### config.mk
export PLATFORM = sky130hd
export DESIGN_NAME = track_ctrl
export DESIGN_NICKNAME = d
export VERILOG_FILES = /design/src/rtl/track_ctrl.sv
export SDC_FILE = /design/constraint.sdc
export NUM_CORES = 1
export LEC_CHECK = 0
export BUFFER_PORTS_ARGS = -buffer_cell sky130_fd_sc_hd__buf_2
export CORE_MARGIN = 1
export CORE_UTILIZATION = 65
export CTS_BUF_LIST = sky130_fd_sc_hd__clkbuf_8
export CTS_CLUSTER_DIAMETER = 200
export DETAILED_ROUTE_END_ITERATION = 10
export PLACE_DENSITY = 0.89
export SLEW_MARGIN = 25
export SYNTH_ARGS = -nofsm -noshare
export SYNTH_HDL_FRONTEND = slang
export SYNTH_SLANG_ARGS = --single-unit
export TNS_END_PERCENT = 5
### constraint.sdc
create_clock -name clk -period 9.8 [get_ports clk]
set_input_delay 0.98 -clock clk [delete_from_list [all_inputs] [get_ports clk]]
set_output_delay 0.98 -clock clk [all_outputs]
set_load 0.005 [all_outputs]
### src/rtl/track_ctrl.sv
// track_ctrl: frame-level sequencer for the single-pixel colour detector.
// Arms the detector once per CCD frame and captures the first hit of the frame.
// Hits are debounced across consecutive frames into a locked/lost status.
// A stable target position is published to downstream logic.
//
// State table
//   state | meaning
//   IDLE  | not tracking, waiting for start
//   WAIT  | between frames, waiting for new_frame
//   SCAN  | detector armed, capturing the first hit of the frame
//   EVAL  | one cycle: continuity/lock/loss bookkeeping for the frame just closed
//
// Ports
//   clk, rst              system clock, asynchronous active-high reset
//   start, stop           begin tracking / abort to IDLE (stop has priority)
//   new_frame, end_frame  CCD frame timing pulses
//   det_hit, det_X/Y_pos  detector first-match pulse and its position
//   arm                   detector enable, high exactly while in SCAN
//   locked                track status
//   o_X/Y_pos, pos_valid  published target position and its refresh pulse
//   lost                  pulse when an established lock is dropped
//   frame_cnt             count of evaluated frames, wraps
module track_ctrl #(
    parameter int POS_W       = 16,
    parameter int LOCK_FRAMES = 3,
    parameter int LOSS_FRAMES = 4,
    parameter int JITTER      = 16
) (
    input  logic             clk,
    input  logic             rst,
    input  logic             start,
    input  logic             stop,
    input  logic             new_frame,
    input  logic             end_frame,
    input  logic             det_hit,
    input  logic [POS_W-1:0] det_X_pos,
    input  logic [POS_W-1:0] det_Y_pos,
    output logic             arm,
    output logic             locked,
    output logic [POS_W-1:0] o_X_pos,
    output logic [POS_W-1:0] o_Y_pos,
    output logic             pos_valid,
    output logic             lost,
    output logic [15:0]      frame_cnt
);

    localparam int HC_W = $clog2(LOCK_FRAMES + 1);
    localparam int MC_W = $clog2(LOSS_FRAMES + 1);
    localparam logic [HC_W-1:0]  LOCK_C = HC_W'(LOCK_FRAMES);
    localparam logic [MC_W-1:0]  LOSS_C = MC_W'(LOSS_FRAMES);
    localparam logic [POS_W-1:0] JIT_C  = POS_W'(JITTER);

    typedef enum logic [1:0] {
        IDLE = 2'd0,
        WAIT = 2'd1,
        SCAN = 2'd2,
        EVAL = 2'd3
    } state_t;

    state_t state, state_nxt;

    logic [POS_W-1:0] cand_x, cand_y, last_x, last_y;
    logic [POS_W-1:0] cand_x_nxt, cand_y_nxt, last_x_nxt, last_y_nxt;
    logic             hit_seen, hit_seen_nxt;
    logic [HC_W-1:0]  hit_cnt, hit_cnt_nxt;
    logic [MC_W-1:0]  miss_cnt, miss_cnt_nxt, miss_inc;
    logic             locked_nxt, pos_valid_nxt, lost_nxt, arm_nxt;
    logic [POS_W-1:0] o_x_nxt, o_y_nxt;
    logic [15:0]      frame_cnt_nxt;
    logic             cont;

    function automatic logic [POS_W-1:0] abs_diff(input logic [POS_W-1:0] a,
                                                  input logic [POS_W-1:0] b);
        return (a >= b) ? (a - b) : (b - a);
    endfunction

    always_ff @(posedge clk or posedge rst) begin
        if (rst) state <= IDLE;
        else     state <= state_nxt;
    end

    always_comb begin
        state_nxt     = state;
        cand_x_nxt    = cand_x;
        cand_y_nxt    = cand_y;
        last_x_nxt    = last_x;
        last_y_nxt    = last_y;
        hit_seen_nxt  = hit_seen;
        hit_cnt_nxt   = hit_cnt;
        miss_cnt_nxt  = miss_cnt;
        locked_nxt    = locked;
        o_x_nxt       = o_X_pos;
        o_y_nxt       = o_Y_pos;
        pos_valid_nxt = 1'b0;
        lost_nxt      = 1'b0;
        frame_cnt_nxt = frame_cnt;
        cont          = 1'b0;
        miss_inc      = miss_cnt + 1'b1;

        if (stop) begin
            // Abort is silent: no lost pulse, position and frame count are kept.
            state_nxt    = IDLE;
            locked_nxt   = 1'b0;
            hit_cnt_nxt  = '0;
            miss_cnt_nxt = '0;
            hit_seen_nxt = 1'b0;
        end else begin
            unique case (state)
                IDLE: begin
                    if (start) state_nxt = WAIT;
                end
                WAIT: begin
                    if (new_frame) begin
                        state_nxt    = SCAN;
                        hit_seen_nxt = 1'b0;
                    end
                end
                SCAN: begin
                    if (det_hit && !hit_seen) begin
                        cand_x_nxt   = det_X_pos;
                        cand_y_nxt   = det_Y_pos;
                        hit_seen_nxt = 1'b1;
                    end
                    // A new_frame here stands in for a missing end_frame; it is
                    // consumed, so the frame it starts is not scanned.
                    if (end_frame || new_frame) state_nxt = EVAL;
                end
                EVAL: begin
                    state_nxt     = WAIT;
                    frame_cnt_nxt = frame_cnt + 16'd1;
                    if (hit_seen) begin
                        cont = (hit_cnt == '0) ||
                               ((abs_diff(cand_x, last_x) <= JIT_C) &&
                                (abs_diff(cand_y, last_y) <= JIT_C));
                        if (cont) begin
                            hit_cnt_nxt = (hit_cnt == LOCK_C) ? LOCK_C : hit_cnt + 1'b1;
                        end else begin
                            hit_cnt_nxt = HC_W'(1);
                            if (locked) begin
                                locked_nxt = 1'b0;
                                lost_nxt   = 1'b1;
                            end
                        end
                        last_x_nxt   = cand_x;
                        last_y_nxt   = cand_y;
                        miss_cnt_nxt = '0;
                        if (cont && (hit_cnt_nxt == LOCK_C)) begin
                            locked_nxt    = 1'b1;
                            o_x_nxt       = cand_x;
                            o_y_nxt       = cand_y;
                            pos_valid_nxt = 1'b1;
                        end
                    end else if (locked) begin
                        if (miss_inc == LOSS_C) begin
                            locked_nxt   = 1'b0;
                            lost_nxt     = 1'b1;
                            hit_cnt_nxt  = '0;
                            miss_cnt_nxt = '0;
                        end else begin
                            miss_cnt_nxt = miss_inc;
                        end
                    end else begin
                        hit_cnt_nxt = '0;
                    end
                end
                default: state_nxt = IDLE;
            endcase
        end

        arm_nxt = (state_nxt == SCAN);
    end

    always_ff @(posedge clk or posedge rst) begin
        if (rst) begin
            cand_x    <= '0;
            cand_y    <= '0;
            last_x    <= '0;
            last_y    <= '0;
            hit_seen  <= 1'b0;
            hit_cnt   <= '0;
            miss_cnt  <= '0;
            arm       <= 1'b0;
            locked    <= 1'b0;
            o_X_pos   <= '0;
            o_Y_pos   <= '0;
            pos_valid <= 1'b0;
            lost      <= 1'b0;
            frame_cnt <= '0;
        end else begin
            cand_x    <= cand_x_nxt;
            cand_y    <= cand_y_nxt;
            last_x    <= last_x_nxt;
            last_y    <= last_y_nxt;
            hit_seen  <= hit_seen_nxt;
            hit_cnt   <= hit_cnt_nxt;
            miss_cnt  <= miss_cnt_nxt;
            arm       <= arm_nxt;
            locked    <= locked_nxt;
            o_X_pos   <= o_x_nxt;
            o_Y_pos   <= o_y_nxt;
            pos_valid <= pos_valid_nxt;
            lost      <= lost_nxt;
            frame_cnt <= frame_cnt_nxt;
        end
    end

endmodule

==> results of run 1 <==
[placed cells by master, fill, tap and decap left out, types with 3 or more instances in the layout]
| cell type | n |
|---|---|
| dfrtp_1 | 124 |
| buf_2 | 90 |
| inv_1 | 86 |
| nand2_1 | 77 |
| ha_1 | 65 |
| a21oi_1 | 63 |
| o21ai_0 | 56 |
| nor2_1 | 43 |
| mux2_2 | 35 |
| mux2_1 | 26 |
| xnor2_1 | 24 |
| clkbuf_8 | 20 |
| nand4_1 | 18 |
| xor2_1 | 17 |
| nand3_1 | 15 |
| a31oi_1 | 12 |
| a21o_1 | 12 |
| mux2i_1 | 9 |
| o211ai_1 | 9 |
| o21a_1 | 8 |
| nor4_1 | 7 |
| nor2b_1 | 7 |
| a211oi_1 | 7 |
| mux2_4 | 7 |
| or3_1 | 6 |
| nor3_1 | 6 |
| o31ai_1 | 6 |
| o21ai_1 | 5 |
| nand2b_1 | 5 |
| bufinv_16 | 5 |
| and3_1 | 4 |
| o21bai_1 | 4 |
| and2_1 | 4 |
| buf_4 | 4 |
| and4_1 | 3 |
| a21oi_2 | 3 |
| or2_2 | 3 |
| inv_6 | 3 |
[worst max path at each step]
stage / slack (ns) / start / cells after the start / end
global route: 4.88 / cand_x[6] / 13 / o_X_pos[3]
global placement: 5.46 / cand_x[6] / 13 / o_X_pos[4]
detailed placement: 5.31 / cand_x[6] / 13 / o_Y_pos[12]
finish: 5.12 / cand_x[6] / 13 / o_X_pos[3]
CTS: 5.25 / cand_x[6] / 13 / o_Y_pos[12]
floorplan: 5.52 / rst / 1 / arm
[area by class of cell]
class                           instances  area share
Timing Repair Buffer                   94     0.05232
Clock inverter                         12     0.02248
Tap cell                              168     0.02289
Clock buffer                           20     0.02998
Multi-Input combinational cell        617      0.4979
Inverter                               88     0.03624
Sequential cell                       124      0.3379
Antenna cell                            1   0.0002725
[metal layers]
metal | wire length (microns) | vias up
li1 | - | 3213
met1 | 8085 | 3322
met2 | 10080 | 285
met3 | 1059 | 61
met4 | 656 | 0
met5 | 0 | -
[power by group]
part	switching, mW	internal [mW]	total [mW]
sequential	0.0594	0.564	0.624
clock	0.224	0.326	0.550
combinational	0.559	0.369	0.928
[sequential cells by signal, indices dropped and copies added (netlist names), 2 cells and up]
register and cells:
cand_x 16, cand_y 16, frame_cnt 16, hit_cnt 2, last_x 16, last_y 16
miss_cnt 3, o_X_pos 16, o_Y_pos 16, state 2
[cells by family after synthesis]
logic type      share of synthesized area
mux                                0.1105
fa+ha+maj                         0.09933
buf+inv                           0.06265
xor+xnor                          0.04386
compound gates                     0.1678
simple gates                       0.1369
flops                              0.3790
[cell usage after synthesis, types with 15 or more instances]
master    instances  area [sq um]
clkbuf_1         21         78.83
nand4_1          18         112.6
o21ai_0          56         280.3
ha_1             65         813.3
mux2_1           26         292.8
nand3_1          15         75.07
a21oi_1          63         315.3
nand2_1          77         289.0
mux2_2           35         394.1
xor2_1           17         148.9
xnor2_1          24         210.2
nor2_1           43         161.4
dfrtp_1         124          3103
inv_1            87         326.6
[worst max-delay path, cell delays in order (launching register included)]
cell      delay, ns
dfrtp_1        0.39
inv_1          0.08
ha_1           0.46
a21oi_1        0.40
a21oi_1        0.18
o31ai_1        0.39
a21oi_1        0.13
nor4bb_1       0.36
nand4_1        0.16
nor4_1         0.27
o211ai_2       0.24
nor3_4         0.73
buf_4          0.38
mux2_1         0.37
==> flow_summary.json, run 1 <==
{
  "r2r_end": "o_X_pos[3]",
  "firstDrtPassIters": 7,
  "place_ws_ns": 5.309,
  "min_path_type": "reg2reg",
  "final-seq-area_sq_um": 3103,
  "placedCellCount": 1091,
  "cts_tree": "yes",
  "period_share": 0.4778,
  "fin_util": 0.7550,
  "min_from": "frame_cnt[15]",
  "die_w_microns": 114.2,
  "post_dp_cell_area_sq_um": 8698,
  "hold_viol_final": 0,
  "synth_warnings": 0,
  "finClkSkew_ns": 0.01117,
  "r2r_cells": 13,
  "ir_drop_mv": 0.1516,
  "grt.busiest_layer": "met2",
  "synth_nets": 972,
  "viasPerCell": 6.122,
  "met3_usage": 0.06882,
  "multi_input_area_sq_um": 4572,
  "rows": 40,
  "grt_max_degree": 76,
  "met2_usage": 0.5564,
  "cts.repair.resized": 0,
  "fill_cells": 830,
  "timing.hold.ws_ns": 0.4739,
  "clkLatencyLatePin_ns": 0.47,
  "final_cell_area_sq_um": 9183,
  "ant_nets": 0,
  "min_to": "frame_cnt[15]",
  "fin_ws_ns": 5.118,
  "drive_gt1_frac": 0.2000,
  "worstMarginPinSlew_ns": 0.8937,
  "end_kind": "flip-flop",
  "layout.nets": 1046,
  "synthArstFlopShare": 1.000,
  "finalSetupViolations": 0,
  "grt_pass1_vias": 6709,
  "drt_wl_total_microns": 19890,
  "synthCells": 868,
  "grt.overflow.total": 0,
  "postCtsSetupRepairBufs": 0,
  "port_buffers": 90,
  "post-route-min-period_ns": 4.682,
  "leakage_nw": 4.538,
  "rsz0062_at_grt": "false",
  "die_y_microns": 114.2,
  "instances_no_fill": 1124,
  "ioPinCount": 91,
  "crit_type": "reg2reg",
  "netlist_area_sq_um": 8188,
  "core_area_sq_um": 12160,
  "vias": 6881,
  "track_usage": 0.3243,
  "met1_usage": 0.3976,
  "clock_path_buffers": 2,
  "hold-path-cell-count": 1,
  "gp_congestion": 0.9741,
  "antenna_found_initial": 1,
  "status": "finished clean",
  "post-dp-hpwl_microns": 14060,
  "startpoint_type": "flip-flop",
  "avgRoutedWirePerCell_microns": 17.69,
  "grt_first_pass_wirelength_microns": 32800,
  "worstPathMaxFanout": 14,
  "ys_types": 81,
  "clock-root-buffer": "clkbuf_8",
  "relSlewSlack": 0.4042,
  "start_util": 0.6733,
  "clkSlewWorstSetupHoldPaths_ns": 0.08,
  "worstPathArrival_ns": 5.03,
  "power.total_mw": 2.102,
  "cts_sinks": 124,
  "rrSetupSlack_ns": 5.12,
  "die_area_sq_um": 13050,
  "syn_to_final_growth_pct": 12.15,
  "power.density_nw_per_um2": 228.9,
  "timing.fmax_mhz": 213.6,
  "ys_ff_latch": 124,
  "avgSynthCellArea_sq_um": 9.433,
  "remaining_drc_errors": 0,
  "detail_route.iter0.violations": 587,
  "max_cap_viol_count": 0,
  "r2r-start": "cand_x[6]",
  "synth-edff-count": 0,
  "seq_area_frac_synth": 0.3790,
  "cp.required_ns": 10.14,
  "ys.flop_type": "dfrtp_1",
  "cts_made_buffers": 17,
  "hold_buffers": 0,
  "cts_max_level": 4,
  "fin_tns_setup_ns": 0,
  "slew_violations": 0
}
No activity file was read; power rests on OpenSTA's default activity.
==> inputs of run 2 (changes only) <==
- CORE_UTILIZATION: 65 -> 61
- PLACE_DENSITY: 0.89 -> 0.85
- clock period: 9.8 -> 4.35 ns (I/O delays scaled with it)
==> run 2 against run 1 <==
First-iteration DRC count is 25% lower; final cell count grew 0.80%; via count decreased by 3.6%; die area up 6.4%; register-to-register slack got worse by 4.8 ns; global-route usage decreased by 4.1 points; utilization is 4.2 points lower; sequential power is 120% higher; setup slack got worse by 4.8 ns; routed wire length down 4.6%; final area barely moved; non-clock buffer count grew 6; critical path type unchanged; highest routed layer unchanged.
==> flow_summary.json, run 2 (synthesis results as in run 1) <==
{
  "clock_path_buffers": 2,
  "clkSlewWorstSetupHoldPaths_ns": 0.07,
  "cts_sinks": 124,
  "avgRoutedWirePerCell_microns": 16.75,
  "max_cap_viol_count": 0,
  "period_share": 0.9332,
  "timing.hold.ws_ns": 0.09452,
  "remaining_drc_errors": 0,
  "viasPerCell": 5.853,
  "clkLatencyLatePin_ns": 0.44,
  "hold_viol_final": 0,
  "worstPathCellList": "inv_1, ha_1, a21oi_2, o211ai_1, a21oi_1, nand2_1, mux2i_1, or3_1, o211ai_1, o211ai_2, nor3_4, buf_4, mux2_1",
  "crit_top_cell": "o211ai_1",
  "min_path_type": "in2async",
  "die_w_microns": 117.9,
  "critPathSlowestCell": "ha_1",
  "finalSetupViolations": 0,
  "relSlewSlack": 0.3407,
  "start_util": 0.6359,
  "cp.required_ns": 4.67,
  "syn_to_final_growth_pct": 12.18,
  "die_area_sq_um": 13890,
  "startpoint_type": "flip-flop",
  "place_ws_ns": 0.1928,
  "status": "finished clean",
  "firstDrtPassIters": 7,
  "cts_made_buffers": 17,
  "end_kind": "flip-flop",
  "final_common_cell": "dfrtp_1",
  "port_buffers": 90,
  "final_cell_mix": "124 x dfrtp_1, 90 x buf_2, 89 x inv_1",
  "ant_nets": 0,
  "grt_pass1_vias": 6529,
  "grt_max_degree": 58,
  "hold_buffers": 0,
  "leakage_nw": 4.543,
  "grt_first_pass_wirelength_microns": 31360,
  "rows": 41,
  "vias": 6632,
  "antenna_found_initial": 0,
  "core_area_sq_um": 12880,
  "fin_ws_ns": 0.2908,
  "post-route-min-period_ns": 4.059,
  "grt.overflow.total": 0,
  "worstPathArrival_ns": 4.37,
  "post-dp-hpwl_microns": 14000,
  "slew_violations": 0,
  "detail_route.iter0.violations": 443,
  "die_y_microns": 117.9,
  "instances_no_fill": 1133,
  "power.total_mw": 4.569,
  "gp_congestion": 0.9939,
  "power.density_nw_per_um2": 497.4,
  "ir_drop_mv": 0.3009,
  "fin_tns_setup_ns": 0,
  "clock-root-buffer": "clkbuf_8",
  "cts_tree": "yes",
  "track_usage": 0.2829,
  "finClkSkew_ns": 0.01092,
  "cts_max_level": 4,
  "ioPinCount": 91,
  "rsz0062_at_grt": "false",
  "drt_wl_total_microns": 18980,
  "layout.nets": 1052,
  "worstMarginPinSlew_ns": 0.9861,
  "postCtsSetupRepairBufs": 0,
  "antenna_cells": 0,
  "drive_gt1_frac": 0.2060,
  "worstPathMaxFanout": 16,
  "timing.fmax_mhz": 246.4,
  "crit_type": "reg2reg",
  "placedCellCount": 1101,
  "max_stage_delay_ns": 0.52
}
[run 2: cell types whose count changed in the layout (fill, tap and decap cells not counted), moves of 2 or more]
cell	change
inv_6	-3
buf_4	+6
inv_1	+3
clkinvlp_4	+2
clkinv_2	+3
clkbuf_8	-3
[run 2: metal layers]
metal	wire [microns]	up-vias	share of wire	GRT usage
met5	0	-	0	0
met2	9543	195	0.50	0.4824
li1	-	3210	-	-
met1	8135	3193	0.43	0.3549
met3	805	34	0.042	0.05717
met4	492	0	0.026	0.1026
[run 2: where the power goes]
part | internal (mW) | leakage, nW | total [mW] | switching [mW]
Sequential | 1.27 | 1.68 | 1.40 | 0.132
Clock | 0.613 | 0.215 | 1.07 | 0.460
Combinational | 0.845 | 2.65 | 2.09 | 1.25
Total | 2.73 | 4.54 | 4.57 | 1.84
[run 2: area by class of cell]
class,instances,area (sq um)
Fill cell,1027,3691
Sequential cell,124,3103
Timing Repair Buffer,100,525.5
Clock inverter,15,182.7
Clock buffer,17,234.0
Tap cell,172,215.2
Inverter,88,332.8
Multi-Input combinational cell,617,4592
[run 2: stage by stage]
step	util	area, sq um
after global placement	0.6794	8748
after floorplan	-	8188
after CTS	0.7118	9165
after global routing	0.7133	9185
after detailed placement	0.6794	8748
final	0.7133	9185
[run 2: worst paths after layout]
check | startpoint | to | slack (ns) | depth (start not counted)
worst max-delay path | cand_x[6] | o_Y_pos[8] | 0.29 | 13
worst min-delay path | rst | frame_cnt[6] | 0.09 | 2
worst max register to register | cand_x[6] | o_Y_pos[8] | 0.29 | 13
worst min register to register | frame_cnt[15] | frame_cnt[15] | 0.47 | 1
max in group asynchronous | rst | last_y[5] | 3.35 | 3
min in group clk | det_Y_pos[10] | cand_y[10] | 0.22 | 2
[run 2: what timing repair did]
action	4_1_cts	5_1_grt
setup endpoints to repair	0	33
hold endpoints to repair	0	0
gates resized for setup	0	4
[run 2: critical path: cells and delay by family, from the launching register on]
kind / cells / cell delay (ns)
adder cells (fa/ha/maj): 1 / 0.52
AO/OA/AOI/OAI: 5 / 1.35
multiplexers: 2 / 0.49
flip-flops: 1 / 0.38
AND/OR/NAND/NOR: 3 / 0.81
buffers and inverters: 2 / 0.38
==> inputs of run 3 (changes only) <==
- HOLD_SLACK_MARGIN: default -> 0.1
- clock period: 4.35 -> 3.8 ns (I/O delays scaled with it)
==> run 3 against run 2 <==
Fmax up 12%; die area is the same; sequential cell count unchanged; register-to-register slack worse by 0.13 ns; utilization grew 4.5 points.
==> flow_summary.json, run 3 (synthesis results as in run 1) <==
{
  "power.density_nw_per_um2": 593.0,
  "viasPerCell": 5.809,
  "rrSetupSlack_ns": 0.16,
  "final_cell_mix": "124 x dfrtp_1, 90 x buf_2, 87 x inv_1",
  "max_cap_viol_count": 0,
  "die_y_microns": 117.9,
  "clkLatencyLatePin_ns": 0.46,
  "start_util": 0.6359,
  "postCtsSetupRepairBufs": 0,
  "crit_type": "reg2reg",
  "core_area_sq_um": 12880,
  "startpoint_type": "flip-flop",
  "clock-root-buffer": "clkbuf_8",
  "gp_congestion": 0.9902,
  "min_path_type": "in2async",
  "die_w_microns": 117.9,
  "drive_gt1_frac": 0.2626,
  "vias": 6884,
  "cts_sinks": 124,
  "hold_buffers": 0,
  "relSlewSlack": 0.4423,
  "layout.nets": 1104,
  "remaining_drc_errors": 0,
  "cts_made_buffers": 17,
  "period_share": 0.9571,
  "worstMarginPinSlew_ns": 0.8366,
  "worstPathArrival_ns": 3.98,
  "slew_violations": 0,
  "ant_nets": 0,
  "antenna_found_initial": 0,
  "ir_drop_mv": 0.4985,
  "firstDrtPassIters": 8,
  "grt_first_pass_wirelength_microns": 32710,
  "track_usage": 0.2940,
  "rows": 41,
  "timing.fmax_mhz": 275.0,
  "grt_pass1_vias": 6813,
  "clkSlewWorstSetupHoldPaths_ns": 0.08,
  "cts.repair.resized": 0,
  "final_common_cell": "dfrtp_1",
  "clock_path_buffers": 2,
  "worstPathMaxFanout": 9,
  "grt.overflow.total": 0,
  "port_buffers": 90,
  "ioPinCount": 91,
  "leakage_nw": 4.834,
  "antenna_cells": 0,
  "worstPathCellList": "inv_1, ha_2, a21oi_1, nor2_1, o32ai_2, o21bai_1, or3b_1, a31oi_1, and4b_1, a31oi_2, or3_1, buf_4, mux2_4",
  "post_dp_cell_area_sq_um": 9164,
  "post-route-min-period_ns": 3.637,
  "max_stage_delay_ns": 0.41,
  "grt_max_degree": 71,
  "die_area_sq_um": 13890,
  "finClkSkew_ns": 0.01250,
  "placedCellCount": 1153,
  "cp.required_ns": 4.14,
  "avgRoutedWirePerCell_microns": 16.38,
  "detail_route.iter0.violations": 523,
  "post-dp-hpwl_microns": 14330,
  "syn_to_final_growth_pct": 19.32,
  "cts_max_level": 4,
  "finalSetupViolations": 0,
  "power.total_mw": 5.793,
  "drt_wl_total_microns": 19410,
  "hold_viol_final": 0,
  "end_kind": "flip-flop",
  "cts_tree": "yes",
  "final_cell_area_sq_um": 9769,
  "status": "finished clean",
  "instances_no_fill": 1185,
  "critPathSlowestCell": "dfrtp_1"
}
[run 3: cell count changes in the layout (fill, tap and decap cells not counted), sizes merged]
cell      change
bufinv        +2
inv           +1
clkinvlp      -2
clkinv        -3
clkbuf        +2
buf          +52
[run 3: critical path: cells and delay by family, from the launching register on]
| family | cells | cell delay, ns |
|---|---|---|
| compound gates | 5 | 1.01 |
| fa+ha+maj | 1 | 0.34 |
| buf+inv | 2 | 0.29 |
| flops | 1 | 0.41 |
| mux | 1 | 0.30 |
| simple gates | 4 | 1.15 |
[run 3: layout make-up]
cell class / instances / area (sq um)
sequential: 124 / 3103
inverter: 88 / 332.8
fill: 894 / 3107
multi-input combinational: 617 / 4681
tap: 172 / 215.2
timing repair buffer: 152 / 940.9
clock inverter: 13 / 235.2
clock buffer: 19 / 261.5
[run 3: power by group]
| part | switching [mW] | internal, mW |
|---|---|---|
| registers | 0.132 | 1.45 |
| clock network | 0.568 | 0.888 |
| logic | 1.55 | 1.20 |
| total | 2.25 | 3.55 |
[run 3: metal layers]
metal	GRT usage	wire (microns)	vias to the layer above
li1	-	-	3321
met1	0.3703	8384	3328
met2	0.4956	9664	197
met3	0.06734	956	38
met4	0.1018	400	0
met5	0	0	-
[run 3: metrics by stage]
stage | hold WS [ns] | setup slack (ns) | setup TNS [ns] | utilization
floorplan | 0.4647 | 0.1208 | 0 | -
global placement | 0.4512 | 0.1435 | 0 | 0.7117
detailed placement | 0.4571 | 0.08657 | 0 | 0.7117
CTS | 0.1048 | 0.07211 | 0 | 0.7503
global route | 0.1256 | -0.01104 | -0.02307 | 0.7587
finish | 0.1006 | 0.1631 | 0 | 0.7587
[run 3: worst paths after layout]
check,start,endpoint,cells after the start
setup / recovery,cand_y[3],o_X_pos[10],13
hold / removal,rst,cand_x[2],2
setup reg to reg,cand_y[3],o_X_pos[10],13
hold reg to reg,frame_cnt[15],frame_cnt[15],1
max in group asynchronous,rst,last_x[14],3
min in group clk,det_Y_pos[15],cand_y[15],2
